<file path="config.mk">
export PLATFORM = sky130hd
export DESIGN_NAME = pipe_skid_reg
export DESIGN_NICKNAME = d
export VERILOG_FILES = /design/src/rtl/pipe_skid_reg.sv
export SDC_FILE = /design/constraint.sdc
export NUM_CORES = 1
export LEC_CHECK = 0
export ABC_AREA = 1
export BUFFER_PORTS_ARGS = -buffer_cell sky130_fd_sc_hd__buf_4
export CELL_PAD_IN_SITES_DETAIL_PLACEMENT = 0
export CELL_PAD_IN_SITES_GLOBAL_PLACEMENT = 1
export CORE_MARGIN = 1
export CORE_UTILIZATION = 42
export CTS_BUF_LIST = sky130_fd_sc_hd__clkbuf_2
export CTS_CLUSTER_SIZE = 16
export DETAILED_ROUTE_END_ITERATION = 6
export PLACE_DENSITY = 0.95
export SETUP_SLACK_MARGIN = 0.15
export SYNTH_ARGS = -nofsm -noshare
export SYNTH_HDL_FRONTEND = slang
export SYNTH_SLANG_ARGS = --single-unit
</file>
<file path="constraint.sdc">
create_clock -name clk -period 3.3 [get_ports clk]
set_input_delay 0.165 -clock clk [delete_from_list [all_inputs] [get_ports clk]]
set_output_delay 0.165 -clock clk [all_outputs]
set_load 0.03 [all_outputs]
</file>
<file path="src/rtl/pipe_skid_reg.sv">
// pipe_skid_reg: pipeline stage register with a valid/ready handshake.
//   SKID_EN=1 gives a 2-entry skid buffer, so in_ready depends only on local
//   state and flush. SKID_EN=0 gives a single register.
// Ports: clk, rst (sync, active-high), flush,
//   in_valid/in_ready/in_data (upstream), out_valid/out_ready/out_data
//   (downstream), occupancy (entries held), stall_cnt (saturating count of
//   stalled cycles).
module pipe_skid_reg #(
  parameter int unsigned DATA_W         = 32,
  parameter bit          SKID_EN        = 1'b1,
  parameter bit          FLUSH_CLR_DATA = 1'b1,
  parameter int unsigned CNT_W          = 16
) (
  input  logic              clk,
  input  logic              rst,
  input  logic              flush,
  input  logic              in_valid,
  output logic              in_ready,
  input  logic [DATA_W-1:0] in_data,
  output logic              out_valid,
  input  logic              out_ready,
  output logic [DATA_W-1:0] out_data,
  output logic [1:0]        occupancy,
  output logic [CNT_W-1:0]  stall_cnt
);

  // Encoding equals the entry count, so occupancy is the state itself.
  typedef enum logic [1:0] {
    EMPTY = 2'd0,
    ONE   = 2'd1,
    TWO   = 2'd2
  } state_t;

  state_t            state;
  logic [DATA_W-1:0] main_q;
  logic [DATA_W-1:0] skid_q;
  logic              in_fire;
  logic              out_fire;

  assign out_valid = (state != EMPTY);
  assign out_data  = main_q;
  assign occupancy = state;

  // Skid mode: ready comes from registered state only, breaking the stall path.
  assign in_ready = ~flush & (SKID_EN ? (state != TWO) : (~out_valid | out_ready));

  assign in_fire  = in_valid & in_ready;
  assign out_fire = out_valid & out_ready;

  always_ff @(posedge clk) begin
    if (rst) begin
      state     <= EMPTY;
      stall_cnt <= '0;
      if (FLUSH_CLR_DATA) begin
        main_q <= '0;
        skid_q <= '0;
      end
    end else begin
      if (out_valid && !out_ready && !flush && (stall_cnt != '1)) begin
        stall_cnt <= stall_cnt + CNT_W'(1);
      end

      if (flush) begin
        state <= EMPTY;
        if (FLUSH_CLR_DATA) begin
          main_q <= '0;
          skid_q <= '0;
        end
      end else begin
        case (state)
          EMPTY: begin
            if (in_fire) begin
              main_q <= in_data;
              state  <= ONE;
            end
          end
          ONE: begin
            // Without the skid entry, in_fire while ONE implies out_fire.
            if (in_fire && (out_fire || !SKID_EN)) begin
              main_q <= in_data;
            end else if (in_fire) begin
              skid_q <= in_data;
              state  <= TWO;
            end else if (out_fire) begin
              state  <= EMPTY;
            end
          end
          TWO: begin
            if (out_fire) begin
              main_q <= skid_q;
              state  <= ONE;
            end
          end
          default: state <= EMPTY;
        endcase
      end
    end
  end

endmodule

</file>
# ---- Yosys cells after proc, flatten, opt, wreduce, memory -nomap -nowiden
# Index checks and enable logic that the tools add are counted.
dict set report totals {
  register_bits 82
  input_bits 37
  out_inout_bits 52
  word_cells 42
}
dict set report op_classes {
  n_addsub 1
  n_eq_ne 9
  muxes 10
  bitwise_logic 5
  n_reduce_logical 13
}
# operator count
set ops {}
lappend ops {{$mux W32} 3}
lappend ops {{$pmux W32 S3} 1}
lappend ops {{$add A16 B1 Y16 const B} 1}
lappend ops {{$ne A16 B16 Y1 const B} 1}
lappend ops {{$mux W2} 5}
lappend ops {{$ne A2 B2 Y1 const B} 5}
lappend ops {{$reduce_and A4 Y1} 2}
lappend ops {{$pmux W2 S3} 1}
lappend ops {{$logic_and A1 B1 Y1} 4}
lappend ops {{$and A1 B1 Y1} 3}
lappend ops {{$ne A3 B3 Y1 const B} 1}
lappend ops {{$reduce_and A3 Y1} 1}
lappend ops {{$reduce_bool A3 Y1} 1}
lappend ops {{$eq A2 B1 Y1 const B} 1}
lappend ops {{$eq A2 B2 Y1 const B} 1}
lappend ops {{$logic_not A1 Y1} 2}
lappend ops {{$logic_not A2 Y1} 1}
lappend ops {{$not A1 Y1} 2}
lappend ops {{$reduce_bool A2 Y1} 1}
lappend ops {{$reduce_or A2 Y1} 1}

# ---- Longest topological paths before layout
# Gate-level depths: netlist of the first run.
dict set report depth {
  word_depth 6
  ltp_mapped 10
  depth_no_buf 9
}

# ---- Least setup slack after synthesis of the first run
# No wires, ideal clock.
dict set report synth_path {
  path_kind {reg-to-reg}
  start {reg stall_cnt[0]}
  end {reg stall_cnt[10]}
  arrival_time_ns 1.585
  slack_ns 1.583
  stages_incl_launch_ff 10
  path_buffers 1
  period_less_slack_ns 1.717
  path_cell_list {dfxtp_1 > ha_1 > inv_1 > nor2_2 > nand2_1 > nor2_2 > nor2_4 > buf_6 > nand2_1 > a21oi_1}
}
dict set report synth_between {
  elab_chain_cells 2
  elab_cells_between_ends 3
  classes_between {add/sub: 1; eq/ne: 1; reduce/logical: 1}
}
# element line_no
set synth_rtl {}
lappend synth_rtl {{from (decl)} 24} ;# output logic [CNT_W-1:0] stall_cnt
lappend synth_rtl {{from (signal assigned)} 60} ;# stall_cnt <= stall_cnt + CNT_W'(1);
lappend synth_rtl {{branches (longest 2 deep; another with $add A16 B1 Y16)} n/a}
# Several ways; the timed one is not identified.
# A chain may end at the register's enable or synchronous reset.

# ---- Final worst setup path of the first run
dict set report layout_path {
  start {reg state[0], in the netlist occupancy[0]}
  end {reg main_q[8], in the netlist out_data[8]}
}
dict set report layout_between {
  elab_chain_cells 6
  elab_cells_between_ends 15
  classes_between {eq/ne: 6; mux: 1; bitwise: 3; reduce/logical: 5}
}
# element line_no
set layout_rtl {}
lappend layout_rtl {{from (decl)} 34} ;# state_t state;
lappend layout_rtl {{from (signal assigned)} 52} ;# state <= EMPTY;
lappend layout_rtl {{from (signal assigned)} 64} ;# state <= EMPTY;
lappend layout_rtl {{from (signal assigned)} 74} ;# state <= ONE;
lappend layout_rtl {{$ne A2 B2 Y1} 45} ;# assign in_ready = ~flush & (SKID_EN ? (state != TWO) : (~out_valid | out_ready));
lappend layout_rtl {{$and A1 B1 Y1} 45}
lappend layout_rtl {{$and A1 B1 Y1} 47} ;# assign in_fire = in_valid & in_ready;
lappend layout_rtl {{$logic_and A1 B1 Y1} 79} ;# if (in_fire && (out_fire || !SKID_EN)) begin
lappend layout_rtl {{$ne A2 B2 Y1 (no line)} n/a}
lappend layout_rtl {{$reduce_and A4 Y1 (no line)} n/a}
lappend layout_rtl {{to (signal assigned)} 73} ;# main_q <= in_data;
lappend layout_rtl {{to (signal assigned)} 80} ;# main_q <= in_data;
lappend layout_rtl {{to (signal assigned)} 90} ;# main_q <= skid_q;
lappend layout_rtl {{to (decl)} 35} ;# logic [DATA_W-1:0] main_q;
# Several ways; a longest one is shown, not always the timed one.

==> results of run 1 <==
stage by stage:
stage | hold slack, ns | cells | worst slack (ns) | area, sq um
2_1_floorplan | 0.234 | 624 | 1.58 | 4040
3_3_place_gp | 0.430 | 806 | 0.979 | 4670
3_5_place_dp | 0.436 | 806 | 0.905 | 4670
4_1_cts | 0.0567 | 856 | 0.876 | 5120
5_1_grt | 0.0569 | 856 | 0.647 | 5120
6_report | 0.0962 | 856 | 0.907 | 5120
cell type report:
type / instances / area, sq um / area share (%)
clock inverters: 6 / 58.8 / 1.15
inverters: 53 / 199 / 3.88
repair buffers: 125 / 1030 / 20.0
flip-flops and latches: 82 / 1640 / 32.0
well taps: 129 / 161 / 3.15
clock buffers: 9 / 45.0 / 0.879
multi-input cells: 452 / 1990 / 38.9
synthesized netlist by cell type, drive strengths merged:
cell     instances
xor2             3
a21oi           46
nor2           125
buf             24
nor3             3
ha               1
a211oi           1
xnor2            3
o21ai           33
clkbuf          13
nand3b           1
dfxtp           82
nand3           56
o2111ai          1
nand2          174
nand4            5
inv             53
worst register-to-register path, stage by stage (launching register included):
cell and delay [ns]:
dfxtp_1 0.50, nor2_4 0.10, inv_2 0.46, nand2_2 0.82, a21oi_1 0.37, nor2_1 0.07
state kept, by name (all words and copies together) (netlist names):
name	flops
occupancy	2
skid_q	32
out_data	32
stall_cnt	16
kinds of logic (layout without fill, tap and decap cells):
logic type,Yosys count,count (layout),share of synthesized area [%]
AO/OA/AOI/OAI,81,81,10.2
XOR/XNOR,6,6,1.30
flip-flops,82,82,40.6
AND/OR/NAND/NOR,364,364,37.2
adder cells (fa/ha/maj),1,1,0.310
buffers and inverters,90,193,10.3
routing by layer:
metal	track usage, %	vias to the layer above
li1	-	2148
met2	33.4	82
met5	0	-
met4	6.69	0
met1	28.9	1874
met3	3.83	15
power groups by stage:
stage                     Sequential (mW)  Clock (mW)  Combinational [mW]
final                                1.02       0.516               0.265
after global routing                 1.02       0.577               0.293
after CTS                            1.02       0.532               0.266
after detailed placement             1.04           0               0.232
after global placement               1.04           0               0.228
after floorplan                      1.07           0               0.123
layout by cell type, fill, tap and decap left out, drive strengths merged, types with 3 or more instances in the layout:
| master | count |
|---|---|
| nor3 | 3 |
| clkinv | 5 |
| dfxtp | 82 |
| nand3 | 56 |
| dlygate4sd3 | 35 |
| xor2 | 3 |
| inv | 53 |
| nand2 | 174 |
| xnor2 | 3 |
| a21oi | 46 |
| nor2 | 125 |
| nand4 | 5 |
| o21ai | 33 |
| clkbuf | 9 |
| buf | 90 |
worst paths after layout:
check / startpoint / to / slack [ns] / cells past startpoint
worst min-delay path: in_valid / occupancy[0]$_SDFFE_PP0P_ / 0.1 / 4
worst max register to register: occupancy[0]$_SDFFE_PP0P_ / out_data[8]$_SDFFE_PP0P_ / 0.91 / 5
worst max-delay path: occupancy[0]$_SDFFE_PP0P_ / out_data[8]$_SDFFE_PP0P_ / 0.91 / 5
worst min register to register: skid_q[18]$_SDFFE_PP0P_ / skid_q[18]$_SDFFE_PP0P_ / 0.50 / 2
==> impl_metrics.toml, run 1 <==
[worst_setup_path]
start_kind = "register"
crit_family = "simple AND/OR/NAND/NOR gates"
end_kind = "register"
slowest_stage = "nand2_2"
cp_data_arrival_time_ns = 2.81
path_cells = "nor2_4 -> inv_2 -> nand2_2 -> a21oi_1 -> nor2_1"
worst-path-max-fanout = 65
cp.required_ns = 3.72
crit_type = "reg2reg"
cp_num_buf_inv = 1
cpPeakStageDelay_ns = 0.82

[sta]
finalCritPeriodShare_pct = 72.5
slew_headroom_pct = 19.4
setup-violations-final = 0
fin_skew_ns = 0.0318
rsz0062_at_grt = "no"
finalMaxSlewViolations = 0
min_period_ns = 2.39
worstMarginPinSlew_ns = 1.20
fmax_mhz = 418
finalHoldViolCount = 0
finalSetupTns_ns = 0

[detailed_routing]
vias_per_cell = 4.81
ant_nets = 0
met3_length_microns = 365
drc = 0
num_vias = 4119
dr.max_layer_used = "met4"
drt-met1-wl_microns = 5070
route.met2.wl_microns = 4470
wl_per_cell_microns = 11.8
drt-initial-drc-count = 192
dr.pass1.iters = 4
wirelength_microns = 10100

[clock_network]
clkTransAtPathRegs_ns = 0.20
post_cts_buffers = 0
insertion_delay_ns = 0.52
clockBufferDepth = 2
cts-buffers-inserted = 9
htreeDepth = 3
holdBufCountCts = 35
cts.sinks = 82
cts_tree = "done"
root_buffer = "clkbuf_2"
post_cts_resized = 0

[synthesis]
synth_area_leaders = "dfxtp_1 41%, nand2_1 16%, nor2_1 11%"
yosys.area.top_type = "dfxtp_1"
avgSynthCellArea_sq_um = 6.47
ys_types = 25
synthesis.area_sq_mm = 0.00404
synth-seq-area-share_pct = 40.6
ys_ff_latch = 82
synth_top_area_share_pct = 40.6
yosys_warnings = 0
postSynthCellCount = 624
syn_nets = 662

[pwr]
internal-power_mw = 1.30
peakVddDrop_mv = 0.182
p_total_mw = 1.80
p_comb_share_pct = 14.7
powerDensity_mw_per_mm2 = 352
power_switching_share_pct = 28.0
pwr-share-clk_pct = 28.6
p_sw_mw = 0.505
power.share.sequential_pct = 56.7
p_leak_nw = 2.30

[layout]
postLayoutCoreUtil_pct = 55.2
finalNetCount = 761
diodes = 0
fill_cells = 933
syn_to_final_growth_pct = 26.8
drive_gt1_share_pct = 16.6

[placement]
gp_congestion = 0.815
numPortBuffers = 88
dp_hpwl_microns = 6410

[worst_hold_path]
hold_class = "in2reg"

[grt]
grt_pass1_wl_microns = 16800
grt_overflow_total = 0
grt_usage_pct = 21.0
grt_pass1_vias = 3678
antenna_found_initial = 0
grt_max_degree = 67

[die]
ios = 89
initial_core_util_pct = 43.5
die_y_microns = 100
coreArea_sq_mm = 0.00928
dieArea_sq_mm = 0.0100
die_w_microns = 100
row_count = 35

[run_status]
outcome = "finished, final reports clean"

[run]
maxCapViolations = 0
(Power assumes the default switching activity.)
==> run 2, diff against run 1 <==
Settings changed: CORE_UTILIZATION 42 to 39, PLACE_DENSITY 0.95 to 0.94.
Clock period 3.3 ns to 2.4 ns, I/O delays scaled along.
==> impl_metrics.toml, run 2 (synthesis results as in run 1) <==
[die]
die_w_microns = 104
dieArea_sq_mm = 0.0108
coreArea_sq_mm = 0.00991
die_y_microns = 104
initial_core_util_pct = 40.8
row_count = 36
ios = 89

[sta]
rsz0062_at_grt = "no"
finalCritPeriodShare_pct = 82.7
fin_skew_ns = 0.0149
setup-violations-final = 0
worstMarginPinSlew_ns = 0.572
worst_slack_ns = 0.416
slew_headroom_pct = 61.8
fmax_mhz = 504
finalMaxSlewViolations = 0
finalHoldViolCount = 0
min_period_ns = 1.98
finalSetupTns_ns = 0
whs_ns = 0.385

[clock_network]
cts-buffers-inserted = 9
insertion_delay_ns = 0.52
cts.sinks = 82
root_buffer = "clkbuf_2"
clockBufferDepth = 2
htreeDepth = 3
cts_tree = "done"
clkTransAtPathRegs_ns = 0.23
post_cts_buffers = 0

[pwr]
p_sw_mw = 0.713
pwr-share-clk_pct = 34.4
p_comb_share_pct = 14.2
p_leak_nw = 2.37
internal-power_mw = 2.01
peakVddDrop_mv = 0.306
power_switching_share_pct = 26.2
power.share.sequential_pct = 51.4
powerDensity_mw_per_mm2 = 511

[detailed_routing]
ant_nets = 0
vias_per_cell = 4.81
dr.pass1.iters = 5
num_vias = 4201
drt-initial-drc-count = 155
wl_per_cell_microns = 12.1
wirelength_microns = 10600
drc = 0

[worst_setup_path]
path_cells = "nor2_4 -> nor3_4 -> nand3_2 -> buf_4 -> o21ai_0 -> dlygate4sd3_1 -> nor2_1"
rr_worst_depth = 7
crit_type = "reg2reg"
critPathCapture = "skid_q[7]$_SDFFE_PP0P_"
cpPeakStageDelay_ns = 0.59
start_kind = "register"
cp.required_ns = 2.86
r2r_start = "occupancy[0]$_SDFFE_PP0P_"
slowest_stage = "dlygate4sd3_1"
rrSetupSlack_ns = 0.42
cp_data_arrival_time_ns = 2.45
r2r-end = "skid_q[7]$_SDFFE_PP0P_"
end_kind = "register"
startpoint = "occupancy[0]$_SDFFE_PP0P_"
worst-path-max-fanout = 32

[worst_hold_path]
hold_class = "in2reg"

[placement]
pre_cts_slack_ns = 0.651
numPortBuffers = 88
dp_hpwl_microns = 6670
gp_congestion = 0.770

[layout]
finalNetCount = 773
drive_gt1_share_pct = 16.9
final_cell_mix = "170 x nand2_1, 120 x nor2_1, 91 x buf_4"
syn_to_final_growth_pct = 32.0
final_common_cell = "nand2_1"
diodes = 0

[grt]
antenna_found_initial = 0
grt_overflow_total = 0
grt_pass1_wl_microns = 17900
grt_max_degree = 67
grt_usage_pct = 19.8
grt_pass1_vias = 3924

[run_status]
outcome = "finished, final reports clean"

[run]
maxCapViolations = 0
run 2: how the worst min path moves through the flow:
stage | start | to | slack (ns) | cells after the start
after floorplan | rst | stall_cnt[3]$_SDFFE_PP0P_ | 0.19 | 1
after global placement | in_data[3] | skid_q[3]$_SDFFE_PP0P_ | 0.38 | 3
after detailed placement | in_data[9] | skid_q[9]$_SDFFE_PP0P_ | 0.39 | 3
after CTS | in_data[24] | skid_q[24]$_SDFFE_PP0P_ | 0.36 | 4
after global routing | in_data[29] | skid_q[29]$_SDFFE_PP0P_ | 0.36 | 4
final | in_data[16] | skid_q[16]$_SDFFE_PP0P_ | 0.38 | 4
run 2: power groups by stage:
stage,combinational [mW],sequential [mW],clock [mW]
finish,0.386,1.40,0.938
floorplan,0.170,1.47,0
global placement,0.324,1.43,0
detailed placement,0.329,1.43,0
CTS,0.386,1.40,0.968
global route,0.426,1.41,1.01
run 2: layout make-up:
class / count / area (sq um)
clock buffers: 9 / 45.0
multi-input cells: 452 / 1990
inverters: 53 / 199
clock inverters: 7 / 118
repair buffers: 137 / 1170
fillers: 986 / 4580
well taps: 133 / 166
flip-flops and latches: 82 / 1640
run 2: metrics by stage:
stage               utilization, %  std cells  power [mW]  cell area (sq um)
floorplan                        -        624        1.64               4040
global placement              47.8        814        1.75               4740
detailed placement            47.8        814        1.76               4740
CTS                           53.8        873        2.76               5330
global route                  53.8        873        2.85               5330
finish                        53.8        873        2.73               5330
run 2: what timing repair did:
item	4_1_cts	5_1_grt
hold endpoints to repair	71	0
hold buffers	43	0
gates resized for setup	0	0
run 2: worst max-delay path: cells and delay by family (launching register included):
family	cells	cell delay, ns
buffers and inverters	2	0.84
flip-flops	1	0.51
AO/OA/AOI/OAI	1	0.19
AND/OR/NAND/NOR	4	0.39
run 2: routing by layer:
layer  up-vias  track usage, %  routed length [microns]
li1       2174               -                        -
met1      1916            25.0                     4730
met2        96            33.9                     5200
met3        15            4.28                      529
met4         0            5.71                      143
met5         -               0                        0
==> run 3, diff against run 2 <==
Settings changed: CORE_UTILIZATION 39 to 35, PLACE_DENSITY 0.94 to 0.9.
Clock period 2.4 ns to 1.7 ns, I/O delays scaled along.
==> impl_metrics.toml, run 3 (synthesis results as in run 1) <==
[worst_setup_path]
path_cells = "inv_4 -> nor2_4 -> nor2_2 -> buf_6"
r2r_start = "stall_cnt[9]$_SDFFE_PP0P_"
cp.required_ns = 1.62
worst-path-max-fanout = 4
cp_num_buf_inv = 2
crit_type = "reg2out"
start_kind = "register"
cp_data_arrival_time_ns = 1.38
crit_family = "flip-flops"
rrSetupSlack_ns = 0.25
cpPeakStageDelay_ns = 0.41
end_kind = "primary output"
startpoint = "occupancy[1]$_SDFFE_PP0P_"
slowest_stage = "dfxtp_4"

[pwr]
p_leak_nw = 2.40
pwr-share-clk_pct = 28.0
power_switching_share_pct = 30.7
p_comb_share_pct = 15.5
peakVddDrop_mv = 0.312
powerDensity_mw_per_mm2 = 647
internal-power_mw = 2.42
power.share.sequential_pct = 56.6
p_sw_mw = 1.07

[layout]
final_cell_mix = "168 x nand2_1, 115 x nor2_1, 99 x buf_4"
drive_gt1_share_pct = 20.9
final_common_cell = "nand2_1"
syn_to_final_growth_pct = 33.7
finalInstanceArea_sq_mm = 0.00540
postLayoutCoreUtil_pct = 49.0
fill_cells = 1125
diodes = 0
finalNetCount = 779

[sta]
finalSetupTns_ns = 0
finalHoldViolCount = 0
whs_ns = 0.287
setup-violations-final = 0
slew_headroom_pct = 78.2
rsz0062_at_grt = "yes"
finalMaxSlewViolations = 0
fin_skew_ns = 0.0474
finalCritPeriodShare_pct = 86.4
min_period_ns = 1.47
fmax_mhz = 681
worstMarginPinSlew_ns = 0.327

[clock_network]
insertion_delay_ns = 0.59
cts.sinks = 82
root_buffer = "clkbuf_2"
cts_tree = "done"
clockBufferDepth = 2
htreeDepth = 3
clkTransAtPathRegs_ns = 0.28
cts-buffers-inserted = 9

[worst_hold_path]
hp-start = "in_data[12]"
hold_class = "in2reg"

[die]
dieArea_sq_mm = 0.0120
die_w_microns = 109
coreArea_sq_mm = 0.0110
ios = 89
die_y_microns = 109
initial_core_util_pct = 36.6
row_count = 38

[placement]
place_area_sq_mm = 0.00485
dp_hpwl_microns = 6880
numPortBuffers = 88
gp_congestion = 0.807

[grt]
grt_overflow_total = 0
grt_pass1_vias = 3896
grt_pass1_wl_microns = 18200
grt_usage_pct = 19.2
grt_max_degree = 67
antenna_found_initial = 0
met1_usage_pct = 25.2
grt-busiest-layer = "met2"
gr-usage-met3_pct = 3.32
grt_use_met2_pct = 31.3

[detailed_routing]
ant_nets = 0
wirelength_microns = 11000
vias_per_cell = 4.81
drt-initial-drc-count = 167
dr.pass1.iters = 6
wl_per_cell_microns = 12.4
num_vias = 4265
drc = 0

[run]
maxCapViolations = 0

[run_status]
outcome = "finished, final reports clean"
==> run 3: cell count changes in the layout (fill, tap and decap cells not counted), moves of 2 or more <==
cell	change
nor2_1	-5
clkinv_4	+2
dfxtp_2	+4
bufinv_16	-3
dfxtp_4	+3
nor2_4	+3
buf_6	+3
dlygate4sd3_1	-7
nand2_2	+2
dfxtp_1	-7
buf_4	+8
nand2_1	-2
nor2_2	+3
==> run 3: layer usage <==
metal	wire length, microns	up-vias
li1	-	2191
met1	5130	1970
met2	5110	88
met3	565	16
met4	195	0
met5	0	-
==> run 3: power by group through the flow <==
stage / Sequential, mW / Clock, mW / Combinational [mW]
after CTS: 1.98 / 1.01 / 0.539
after detailed placement: 2.01 / 0 / 0.468
final: 1.98 / 0.977 / 0.540
after global routing: 1.98 / 1.08 / 0.600
after floorplan: 2.07 / 0 / 0.240
after global placement: 2.01 / 0 / 0.463
==> run 3: layout make-up <==
type / instances / area, sq um / area share [%]
inverters: 53 / 203 / 3.75
clock buffers: 10 / 50.0 / 0.927
clock inverters: 6 / 52.6 / 0.973
multi-input cells: 453 / 2050 / 37.9
flip-flops and latches: 82 / 1660 / 30.7
repair buffers: 142 / 1220 / 22.5
well taps: 140 / 175 / 3.24
==> run 3: what timing repair did <==
item / in CTS / in global routing
endpoints found under the hold margin: 82 / 0
gates resized for setup: 2 / 21
setup endpoints to repair: 14 / 33
buffers inserted: 2 / 0
hold buffers: 36 / 0
cloned: 1 / 0
pin swaps: 2 / 5
==> run 3: path summary, 6_finish.rpt <==
check                                                   to  cells past startpoint
worst max-delay path                              in_ready                      4
worst min-delay path               skid_q[12]$_SDFFE_PP0P_                      4
worst max register to register  stall_cnt[13]$_SDFFE_PP0P_                      8
worst min register to register     skid_q[14]$_SDFFE_PP0P_                      2
==> run 3: metrics by stage <==
step / setup slack (ns) / power [mW] / cells
after global placement: 0.172 / 2.48 / 831
after floorplan: 0.160 / 2.31 / 624
after detailed placement: 0.0788 / 2.48 / 831
after CTS: 0.156 / 3.53 / 886
final: 0.232 / 3.49 / 886
after global routing: 0.127 / 3.66 / 886
==> run 3: worst register-to-register path: stages (launching register included) <==
cell	delay, ns
dfxtp_1	0.42
buf_4	0.15
nand2_1	0.05
nor2_1	0.17
nand3_1	0.16
nor2_1	0.17
nand3_1	0.12
nand2_1	0.09
nor2_1	0.04
